## src/rtl/cpu_ctrl_pkg.sv

```systemverilog
// Shared definitions for the CPU run-control sequencer.
//   state_t        : run-control state encoding (HALT/RUN/STEP/BRK)
//   CNT_W          : default tick timer / period register width
//   PERIOD_DEFAULT : default period register reset value
package cpu_ctrl_pkg;

  typedef enum logic [1:0] {
    ST_HALT = 2'd0,
    ST_RUN  = 2'd1,
    ST_STEP = 2'd2,
    ST_BRK  = 2'd3
  } state_t;

  localparam int unsigned CNT_W          = 32;
  localparam int unsigned PERIOD_DEFAULT = 1000000;

endpackage

```

## src/rtl/cpu_step_ctrl_tick_timer.sv

```systemverilog
// Tick timer: free-running counter compared against a loadable period.
// Ports:
//   i_clk, i_rst : clock, async active-high reset
//   i_enable     : count this cycle (otherwise counter held at 0)
//   i_clear      : force counter to 0, suppress expiry
//   i_load       : load i_period into period register, clear counter, suppress expiry
//   i_period     : new period value
//   o_expire     : counter equals period this cycle (combinational)
module tick_timer #(
  parameter int unsigned      CNT_W          = 32,
  parameter logic [CNT_W-1:0] PERIOD_DEFAULT = '0
) (
  input  logic             i_clk,
  input  logic             i_rst,
  input  logic             i_enable,
  input  logic             i_clear,
  input  logic             i_load,
  input  logic [CNT_W-1:0] i_period,
  output logic             o_expire
);

  logic [CNT_W-1:0] r_cntr;
  logic [CNT_W-1:0] r_period;
  logic             w_match;

  assign w_match  = (r_cntr == r_period);
  assign o_expire = i_enable && !i_clear && !i_load && w_match;

  always_ff @(posedge i_clk or posedge i_rst) begin
    if (i_rst) begin
      r_cntr   <= '0;
      r_period <= PERIOD_DEFAULT;
    end else if (i_load) begin
      r_period <= i_period;
      r_cntr   <= '0;
    end else if (!i_enable || i_clear || w_match) begin
      r_cntr <= '0;
    end else begin
      r_cntr <= r_cntr + CNT_W'(1);
    end
  end

endmodule

```

## src/rtl/cpu_step_ctrl.sv

```systemverilog
// Run-control sequencer: turns hwclk into a one-cycle cpu_en strobe with
// run / halt / single-step / PC-breakpoint control.
// Ports:
//   hwclk, rst           : sole clock, async active-high reset
//   run_req/halt_req/step_req : one-cycle request pulses (halt > step > run)
//   period_load, period_in    : reload tick period (clears timer)
//   bp_en, bp_addr, pc        : breakpoint enable/address, CPU fetch address
//   cpu_en      : registered one-cycle CPU advance strobe
//   tick_led    : toggles on each cpu_en
//   state       : 0=HALT 1=RUN 2=STEP 3=BRK
//   bp_hit      : high while in BRK
//   tick_count  : number of cpu_en pulses issued (wraps)
module cpu_step_ctrl #(
  parameter int unsigned      CNT_W          = cpu_ctrl_pkg::CNT_W,
  parameter logic [CNT_W-1:0] PERIOD_DEFAULT = CNT_W'(cpu_ctrl_pkg::PERIOD_DEFAULT),
  parameter int unsigned      ADDR_W         = 32,
  parameter bit               START_RUN      = 1'b1
) (
  input  logic              hwclk,
  input  logic              rst,
  input  logic              run_req,
  input  logic              halt_req,
  input  logic              step_req,
  input  logic              period_load,
  input  logic [CNT_W-1:0]  period_in,
  input  logic              bp_en,
  input  logic [ADDR_W-1:0] bp_addr,
  input  logic [ADDR_W-1:0] pc,
  output logic              cpu_en,
  output logic              tick_led,
  output logic [1:0]        state,
  output logic              bp_hit,
  output logic [31:0]       tick_count
);

  import cpu_ctrl_pkg::*;

  state_t      r_state;
  logic        r_cpu_en;
  logic        r_tick_led;
  logic        r_bp_hit;
  logic        r_skip_bp;
  logic [31:0] r_tick_count;

  logic w_counting;
  logic w_clear;
  logic w_expire;
  logic w_bp_match;

  assign w_counting = (r_state == ST_RUN) || (r_state == ST_STEP);
  // A halt while counting also kills any expiry landing on the same cycle.
  assign w_clear    = w_counting && halt_req;
  assign w_bp_match = bp_en && (pc == bp_addr) && !r_skip_bp;

  tick_timer #(
    .CNT_W          (CNT_W),
    .PERIOD_DEFAULT (PERIOD_DEFAULT)
  ) u_timer (
    .i_clk    (hwclk),
    .i_rst    (rst),
    .i_enable (w_counting),
    .i_clear  (w_clear),
    .i_load   (period_load),
    .i_period (period_in),
    .o_expire (w_expire)
  );

  always_ff @(posedge hwclk or posedge rst) begin
    if (rst) begin
      r_state      <= START_RUN ? ST_RUN : ST_HALT;
      r_cpu_en     <= 1'b0;
      r_tick_led   <= 1'b0;
      r_bp_hit     <= 1'b0;
      r_skip_bp    <= 1'b0;
      r_tick_count <= '0;
    end else begin
      r_cpu_en <= 1'b0;
      unique case (r_state)
        ST_HALT: begin
          if (halt_req)      r_state <= ST_HALT;
          else if (step_req) r_state <= ST_STEP;
          else if (run_req)  r_state <= ST_RUN;
        end
        ST_RUN: begin
          if (halt_req) begin
            r_state <= ST_HALT;
          end else if (w_expire) begin
            if (w_bp_match) begin
              r_state  <= ST_BRK;
              r_bp_hit <= 1'b1;
            end else begin
              r_cpu_en     <= 1'b1;
              r_tick_led   <= ~r_tick_led;
              r_tick_count <= r_tick_count + 32'd1;
              r_skip_bp    <= 1'b0;
            end
          end
        end
        ST_STEP: begin
          if (halt_req) begin
            r_state <= ST_HALT;
          end else if (w_expire) begin
            // A run request coinciding with the step tick continues into RUN.
            r_cpu_en     <= 1'b1;
            r_tick_led   <= ~r_tick_led;
            r_tick_count <= r_tick_count + 32'd1;
            r_state      <= run_req ? ST_RUN : ST_HALT;
          end else if (run_req) begin
            r_state <= ST_RUN;
          end
        end
        ST_BRK: begin
          if (halt_req) begin
            r_state  <= ST_HALT;
            r_bp_hit <= 1'b0;
          end else if (step_req) begin
            r_state  <= ST_STEP;
            r_bp_hit <= 1'b0;
          end else if (run_req) begin
            r_state   <= ST_RUN;
            r_bp_hit  <= 1'b0;
            r_skip_bp <= 1'b1;
          end
        end
        default: r_state <= ST_HALT;
      endcase
    end
  end

  assign cpu_en     = r_cpu_en;
  assign tick_led   = r_tick_led;
  assign state      = r_state;
  assign bp_hit     = r_bp_hit;
  assign tick_count = r_tick_count;

endmodule

```

## config.mk

```make
export PLATFORM = sky130hd
export DESIGN_NAME = cpu_step_ctrl
export DESIGN_NICKNAME = d
export VERILOG_FILES = /design/src/rtl/cpu_ctrl_pkg.sv /design/src/rtl/cpu_step_ctrl_tick_timer.sv /design/src/rtl/cpu_step_ctrl.sv
export SDC_FILE = /design/constraint.sdc
export NUM_CORES = 1
export LEC_CHECK = 0
export CAP_MARGIN = 10
export CORE_MARGIN = 2
export CORE_UTILIZATION = 40
export CTS_BUF_LIST = sky130_fd_sc_hd__clkbuf_2
export CTS_CLUSTER_SIZE = 20
export DETAILED_ROUTE_END_ITERATION = 10
export PLACE_DENSITY = 0.78
export SYNTH_ARGS = -nofsm -noshare
export SYNTH_HDL_FRONTEND = slang
export SYNTH_HIERARCHICAL = 1
export SYNTH_SLANG_ARGS = --single-unit
export TNS_END_PERCENT = 50
```

## constraint.sdc

```tcl
create_clock -name hwclk -period 7.98 [get_ports hwclk]
set_input_delay 1.197 -clock hwclk [delete_from_list [all_inputs] [get_ports hwclk]]
set_output_delay 1.197 -clock hwclk [all_outputs]
set_load 0.01 [all_outputs]
```

# --- Yosys cells after proc, flatten, opt, wreduce, memory -nomap -nowiden ---
# Index checks and enable logic that the tools add are counted.
totals:
  output_inout_bits: 37
  inputBits: 103
  register_bits: 102
  elab_cells: 93
classes:
  addsub: 2
  n_reduce_logical: 21
  bitwise_logic: 1
  n_eq_ne: 17
  n_mux: 44
op_table:
  columns: ["operator", "n"]
  rows:
  - ["$mux W32", 7]
  - ["$add A32 B1 Y32 const B", 2]
  - ["$eq A32 B32 Y1", 2]
  - ["$pmux W32 S2", 1]
  - ["$mux W1", 23]
  - ["$mux W2", 8]
  - ["$ne A2 B2 Y1 const B", 7]
  - ["$pmux W1 S2", 4]
  - ["$reduce_and A7 Y1", 1]
  - ["$logic_and A1 B1 Y1", 6]
  - ["$pmux W2 S3", 1]
  - ["$reduce_and A6 Y1", 1]
  - ["$reduce_and A5 Y1", 1]
  - ["$eq A2 B2 Y1 const B", 2]
  - ["$logic_not A1 Y1", 4]
  - ["$ne A2 B1 Y1 const B", 2]
  - ["$ne A4 B4 Y1 const B", 1]
  - ["$reduce_bool A2 Y1", 2]
  - ["$logic_or A1 B1 Y1", 3]
  - ["$ne A3 B2 Y1 const B", 1]
  - ["$ne A3 B3 Y1 const B", 1]
  - ["$eq A2 B1 Y1 const B", 1]
  - ["$logic_not A2 Y1", 1]
  - ["$reduce_and A2 Y1", 1]
  - ["other kinds (2)", 2]

# --- Logic depth before layout (Yosys ltp) ---
# Gate-level depths: netlist (run 1).
logic_depth:
  ltp_word: 10
  mapped_depth: 12
  ltp_nobuf: 11

# --- Hierarchy ---
# Netlist (run 1), hierarchy kept.
by_module_without_submodules:
  columns: ["mod", "n_inst", "area_each_um2", "cells_per_inst", "seq_area_each_um2"]
  rows:
  - ["tick_timer", 1, 3119.2, 268, 1610.3]
  - ["cpu_step_ctrl", 1, 2388.5, 246, 952.2]

# --- Worst setup path after synthesis (run 1) ---
# No wires, ideal clock.
synth_timing:
  path_kind: "input to register"
  from: "input period_load"
  to: "register r_tick_count[28] (netlist: tick_count[28])"
  t_required_ps: 7901
  path_slack_ps: 5043
  setup_ps: 79
  cell_stages: 9
  t_arrival_ps: 2858
  n_path_buf: 1
  path_cell_list: "clkbuf_1 nor2_1 nand2_1 nor2_1 nand2b_1 or2_2 or4_4 nor2_2 xor2_1"
synth_via:
  elab_chain_cells: 5
  elab_cells_between_ends: 6
  classes_between: "2 x eq/ne; 4 x reduce/logical"
synth_rtl:
  columns: ["item", "line_no", "source"]
  rows:
  - ["start, declared", "cpu_step_ctrl.sv:24", "input logic period_load,"]
  - ["$logic_not A1 Y1 *", "cpu_step_ctrl_tick_timer.sv:27", "assign o_expire = i_enable && !i_clear && !i_load && w_match;"]
  - ["$logic_and A1 B1 Y1 * (2 in a row)", "cpu_step_ctrl_tick_timer.sv:27", null]
  - ["named net w_expire", "cpu_step_ctrl.sv:47", "logic w_expire;"]
  - ["$ne A2 B1 Y1 (no source line)", null, null]
  - ["$reduce_and A6 Y1 (no source line) *", null, null]
  - ["end signal, assigned", "cpu_step_ctrl.sv:94", "r_tick_count <= r_tick_count + 32'd1;"]
  - ["end signal, assigned", "cpu_step_ctrl.sv:106", "r_tick_count <= r_tick_count + 32'd1;"]
  - ["end, declared", "cpu_step_ctrl.sv:43", "logic [31:0] r_tick_count;"]
# The timed path passes the listed nets; every way through them passes the cells marked *.
# A chain may end at the register's enable or synchronous reset.

# --- Final worst setup path (run 1) ---
layout_timing:
  from: "register u_timer.r_cntr[3]"
  to: "register r_tick_count[27] (netlist: tick_count[27])"
layout_via:
  elab_chain_cells: 4
  elab_cells_between_ends: 5
  classes_between: "3 x eq/ne; 2 x reduce/logical"
layout_rtl:
  columns: ["item", "line_no", "source"]
  rows:
  - ["start, declared", "cpu_step_ctrl_tick_timer.sv:22", "logic [CNT_W-1:0] r_cntr;"]
  - ["start signal, assigned", "cpu_step_ctrl_tick_timer.sv:39", "r_cntr <= r_cntr + CNT_W'(1);"]
  - ["$eq A32 B32 Y1 *", "cpu_step_ctrl_tick_timer.sv:26", "assign w_match = (r_cntr == r_period);"]
  - ["$logic_and A1 B1 Y1 *", "cpu_step_ctrl_tick_timer.sv:27", null]
  - ["named net w_expire", "cpu_step_ctrl.sv:47", null]
  - ["$ne A2 B1 Y1 (no source line)", null, null]
  - ["$reduce_and A6 Y1 (no source line) *", null, null]
# Marks and branches as above.

==> results_dict.tcl, run 1 <==
set metrics [dict create \
    syn_area_um2 5508 \
    die_w_um 121.3 \
    cts_setup_buffers 0 \
    ctsHoldBuffers 0 \
    maxSlewHeadroom_pct 36.60 \
    path_class "reg -> reg" \
    cp-start-kind "register" \
    path_max_fanout 15 \
    num_rows 42 \
    cp.arrival_ns 4.23 \
    die_h_um 121.3 \
    syn-instance-count 514 \
    totalWireLength_um 12740 \
    critPathLaunch "u_timer/r_cntr[3]" \
    grtUsageTotal_pct 18.01 \
    grt_setup_unrepaired "false" \
    core-area_um2 13350 \
    cellPowerDensity_nw_per_um2 154.3 \
    avgSynthCellArea_um2 10.72 \
    peakVddDrop_v 0.00008825 \
    max_clock_freq_ghz 0.2701 \
    cts-resized-gates 0 \
    first_pass_iters 5 \
    clock-root-buffer "clkbuf_2" \
    skew_ns 0.03928 \
    clk_path_buf_depth 2 \
    min_from "tick_count[31]" \
    setup_viol 0 \
    critical_path_required_ns 8.51 \
    timing.hold.ws_ns 0.4911 \
    htreeDepth 3 \
    drv_cap 0 \
    finalMaxSlewViolations 0 \
    post-dp-hpwl_um 9819 \
    grt_max_degree 65 \
    drc 0 \
    setup-tns-final_ns 0 \
    viasPerCell 5.162 \
    drive_gt1_share_pct 11.72 \
    cts_buffers 9 \
    num-fill-cells 1199 \
    syn_nets 622 \
    finalHoldViolCount 0 \
    outcome "completed" \
    die_area_um2 14720 \
    synth_warnings 6 \
    post-route-min-period_ns 3.702 \
    drt_iter0_markers 454 \
    ys_ff_latch 102 \
    leakage_nw 3.020 \
    place_congestion 0.8871 \
    grt_pass1_wl_um 21270 \
    clock_latency_ns 0.57 \
    nNetsFinal 760 \
    cts.sinks 102 \
    worst_slew_pin_slew_ns 0.9475 \
    grt_overflow_total 0 \
    reg2reg_from "u_timer/r_cntr[3]" \
    initial_core_util_pct 41.26 \
    grt_pass1_vias 4306 \
    clkSlewWorstSetupHoldPaths_ns 0.27 \
    worst-r2r-setup-slack_ns 4.28 \
    ant_nets 0 \
    synth_cell_types 44 \
    routedWlPerCell_um 15.29 \
    antenna_cells 0 \
    endpoint_kind "register" \
    antenna_found_initial 0 \
    post-route-period-util_pct 46.40 \
    numPortBuffers 139 \
    min_path_type "reg -> reg" \
    num_vias 4300 \
    ys_seq_area_share_pct 46.52 \
    area_growth_pct 30.96 \
    cts_tree "yes" \
    io-pin-count 140 \
]
==> worst paths after layout <==
path | endpoint | cells past startpoint
worst max-delay path | tick_count[27] | 10
worst min-delay path | tick_count[31] | 1
worst max register to register | tick_count[27] | 10
worst min register to register | tick_count[31] | 1
max in group asynchronous | u_timer/r_cntr[20] | 3
min in group asynchronous | tick_count[9] | 3
==> cells by family after synthesis <==
family	count (synthesis)	share of synthesized area, %
AOI/OAI and AO/OA	13	1.613
xor gates and xnor gates	126	20.04
adders and majority gates	5	1.136
buffers and inverters	29	2.522
DFF	102	46.52
muxes	35	7.133
and+or+nand+nor	204	21.04
==> power breakdown <==
part | internal (mW) | switching (mW)
clock network | 0.136 | 0.162
registers | 0.550 | 0.0253
logic | 0.124 | 0.117
==> placed cells by master (no fill, tap or decap), drive strengths merged, types with 2 or more instances in the layout <==
master,n
nor4,24
and4,4
dfstp,8
xnor2,47
inv,13
nor2,57
or2,3
o21ai,2
a21oi,4
nor3,13
nand4,32
nand2b,3
nand2,20
xor2,79
a311oi,2
mux2,34
clkbuf,11
and3,7
nor4b,4
buf,4
nor3b,2
dfrtp,94
bufinv,3
clkinv,2
clkdlybuf4s50,139
nor2b,4
ha,5
nand3,26
and2,3
==> metal layers <==
layer	wire, um	track usage [%]	part of all wire, %	up-vias
li1	-	-	-	2059
met3	801	3.524	6.3	11
met4	108	3.879	0.85	0
met1	5575	24.15	44	2067
met5	0	0	0	-
met2	6251	30.34	49	163
==> per-stage QoR <==
step	instances	util, %	setup slack, ns	area [um2]	total power, mW
after floorplan	514	-	5.043	5508	0.7262
after global placement	817	52.89	4.050	7059	0.8154
after detailed placement	817	52.89	3.900	7059	0.8248
after CTS	833	54.04	4.338	7213	1.124
after global routing	833	54.04	3.967	7213	1.175
final	833	54.04	4.278	7213	1.113
==> synth_stat cells <==
cell	instances	area [um2]
buf_2	2	10.01
o21ai_0	2	10.01
ha_1	5	62.56
o311a_1	1	10.01
buf_4	3	22.52
nor4_1	21	131.4
nand4_1	30	187.7
nor2_1	52	195.2
nor2b_1	4	25.02
nand2b_1	3	18.77
nor4b_1	4	35.03
a311oi_1	2	17.52
buf_6	2	22.52
or2_2	1	6.260
nand4b_1	1	8.760
and4_1	3	26.28
mux2_2	34	382.9
a21oi_1	4	20.02
nand4_2	1	12.51
nor3b_1	2	15.01
nor3_1	13	65.06
nand2_1	20	75.07
clkbuf_2	1	5.000
or4_4	1	11.26
and3_1	7	43.79
o21a_1	1	7.510
or2_1	2	12.51
and2_1	3	18.77
inv_1	13	48.80
mux2i_1	1	10.01
dfrtp_1	94	2352
a211oi_1	1	7.510
nand4_4	1	21.27
xnor2_1	47	411.6
a21boi_0	1	7.510
nand3_1	25	125.1
a31o_2	1	8.760
nor4_4	3	63.81
clkbuf_1	8	30.03
and4_4	1	11.26
nor2_2	5	31.28
xor2_1	79	691.9
dfstp_2	8	210.2
nand3_4	1	17.52
==> critical path, stage by stage (launching register included) <==
cell and delay [ns]:
dfrtp_1 0.54, xnor2_1 0.27, nand4_1 0.20, nor4_1 0.55, nand3_1 0.15, nor2_1 0.24, nand2b_1 0.14, nor2_1 0.75
nand2_1 0.31, nor4_1 0.35, xor2_1 0.17
==> area by class of cell <==
class                           instances  area, um2  share of cell area, %
Tap cell                              176      220.2                  3.053
Inverter                               13      48.80                 0.6765
Multi-Input combinational cell        383       2806                  38.91
Sequential cell                       102       2562                  35.52
Clock buffer                           11      55.05                 0.7632
Timing Repair Buffer                  143       1421                  19.71
Clock inverter                          5      98.84                  1.370
==> state kept, by name, summed over array words and instances (netlist names) <==
| register | cells |
|---|---|
| tick_count | 32 |
| u_timer/r_cntr | 32 |
| u_timer/r_period | 32 |
| state | 2 |
| bp_hit | 1 |
| cpu_en | 1 |
| r_skip_bp | 1 |
| tick_led | 1 |
Note: power is estimated with default switching activity, not from simulation.
==> run 2, diff against run 1 <==
==> constraint.sdc (replaced) <==
create_clock -name hwclk -period 3.85 [get_ports hwclk]
set_input_delay 0.5775 -clock hwclk [delete_from_list [all_inputs] [get_ports hwclk]]
set_output_delay 0.5775 -clock hwclk [all_outputs]
set_load 0.01 [all_outputs]
==> results_dict.tcl, run 2 (same netlist as run 1, synthesis figures left out) <==
set metrics [dict create \
    routedWlPerCell_um 15.85 \
    ff2ff_path_depth 10 \
    final_common_cell "clkdlybuf4s50_1" \
    maxSlewHeadroom_pct 31.19 \
    post-route-period-util_pct 81.14 \
    core-area_um2 13350 \
    initial_core_util_pct 41.26 \
    antenna_cells 0 \
    drive_gt1_share_pct 11.85 \
    die_h_um 121.3 \
    numPortBuffers 139 \
    clock-root-buffer "clkbuf_2" \
    finalHoldViolCount 0 \
    first_pass_iters 4 \
    outcome "completed" \
    num-fill-cells 1206 \
    die_area_um2 14720 \
    cellPowerDensity_nw_per_um2 313.0 \
    worstPathCellList "xnor2_1 > nand4_1 > nor4_1 > nand3_1 > nor2_1 > nand2b_1 > or2_2 > or4_4 > nor2_2 > xor2_1" \
    grt_max_degree 50 \
    critical_path.top_delay_family "simple AND/OR/NAND/NOR gates" \
    power_mw 2.252 \
    totalWireLength_um 13220 \
    grt_pass1_vias 4411 \
    drc 0 \
    gr-usage-met2_pct 31.92 \
    cts_buffers 9 \
    use_met1_pct 23.65 \
    most-common-layout-cells "clkdlybuf4s50_1, dfrtp_1, xor2_1" \
    post-route-min-period_ns 3.124 \
    cp_slowest_stage_delay_ns 0.56 \
    cp-start-kind "register" \
    num_vias 4280 \
    critical_path_required_ns 4.40 \
    drt_iter0_markers 429 \
    path_max_fanout 12 \
    setup_viol 0 \
    viasPerCell 5.132 \
    min_path_type "in -> async" \
    finalMaxSlewViolations 0 \
    ctsHoldBuffers 0 \
    worst_slew_pin_slew_ns 1.032 \
    antenna_found_initial 0 \
    path_class "reg -> reg" \
    cts_tree "yes" \
    cts.sinks 102 \
    setup_slack_ns 0.7262 \
    clk_path_buf_depth 2 \
    worstReg2RegEnd "tick_count[28]" \
    endpoint_kind "register" \
    clock_latency_ns 0.63 \
    reg2reg_from "u_timer/r_cntr[3]" \
    setup-tns-final_ns 0 \
    cts-resized-gates 0 \
    place_congestion 0.8310 \
    grt_overflow_total 0 \
    grtUsageTotal_pct 18.74 \
    nNetsFinal 761 \
    post-dp-hpwl_um 10130 \
    htreeDepth 3 \
    post-place-ws_ns 0.7029 \
    grt_pass1_wl_um 21820 \
    max_clock_freq_ghz 0.3201 \
    busiest_layer "met2" \
    cp.arrival_ns 3.67 \
    area_growth_pct 30.65 \
    grt_setup_unrepaired "false" \
    use_met3_pct 4.323 \
    skew_ns 0.02734 \
    num_rows 42 \
    worst-r2r-setup-slack_ns 0.73 \
    die_w_um 121.3 \
    crit_path_top_delay_cell "or4_4" \
    cp_num_buf_inv 0 \
    leakage_nw 3.015 \
    io-pin-count 140 \
    ant_nets 0 \
    peakVddDrop_v 0.0002956 \
    drv_cap 0 \
    cts_setup_buffers 0 \
    clkSlewWorstSetupHoldPaths_ns 0.26 \
]
## run 2: stage by stage
step           cells  hold slack (ns)  cell area [um2]  utilization, %
4_1_cts          834           0.3630             7196           53.91
3_3_place_gp     818           0.4580             7067           52.94
5_1_grt          834           0.3751             7196           53.91
6_report         834           0.3755             7196           53.91
3_5_place_dp     818           0.4610             7067           52.94
2_1_floorplan    514           0.4702             5508               -
## run 2: worst max-delay path by stage
stage / startpoint / end / slack, ns / cells past startpoint
floorplan: state[0] / tick_count[28] / 1.24 / 11
global placement: bp_addr[5] / tick_count[10] / 0.72 / 8
detailed placement: bp_addr[4] / tick_count[24] / 0.70 / 8
CTS: u_timer/r_period[18] / tick_count[28] / 0.76 / 10
global route: u_timer/r_cntr[3] / tick_count[28] / 0.43 / 10
finish: u_timer/r_cntr[3] / tick_count[28] / 0.73 / 10
## run 2: worst reg2reg max path, stage by stage (launching register included)
cell      delay, ns
dfrtp_1        0.53
xnor2_1        0.22
nand4_1        0.13
nor4_1         0.40
nand3_1        0.13
nor2_1         0.24
nand2b_1       0.15
or2_2          0.43
or4_4          0.57
nor2_2         0.10
xor2_1         0.15
## run 2: per-layer routing
metal | routed length (um) | part of all wire [%]
met1 | 5726 | 43
met3 | 788 | 6.0
met5 | 0 | 0
met4 | 209 | 1.6
met2 | 6498 | 49
## run 2: power breakdown
| group | switching [mW] | internal, mW | leakage (nW) |
|---|---|---|---|
| logic | 0.243 | 0.257 | 1.60 |
| registers | 0.0545 | 1.14 | 1.33 |
| clock network | 0.343 | 0.216 | 0.0833 |
## run 2: area by class of cell
class	count	area [um2]	area share, %
clock inverter	5	73.82	1.026
timing repair buffer	144	1429	19.86
sequential	102	2562	35.61
multi-input combinational	383	2806	39.00
clock buffer	11	55.05	0.7651
tap	176	220.2	3.060
inverter	13	48.80	0.6781
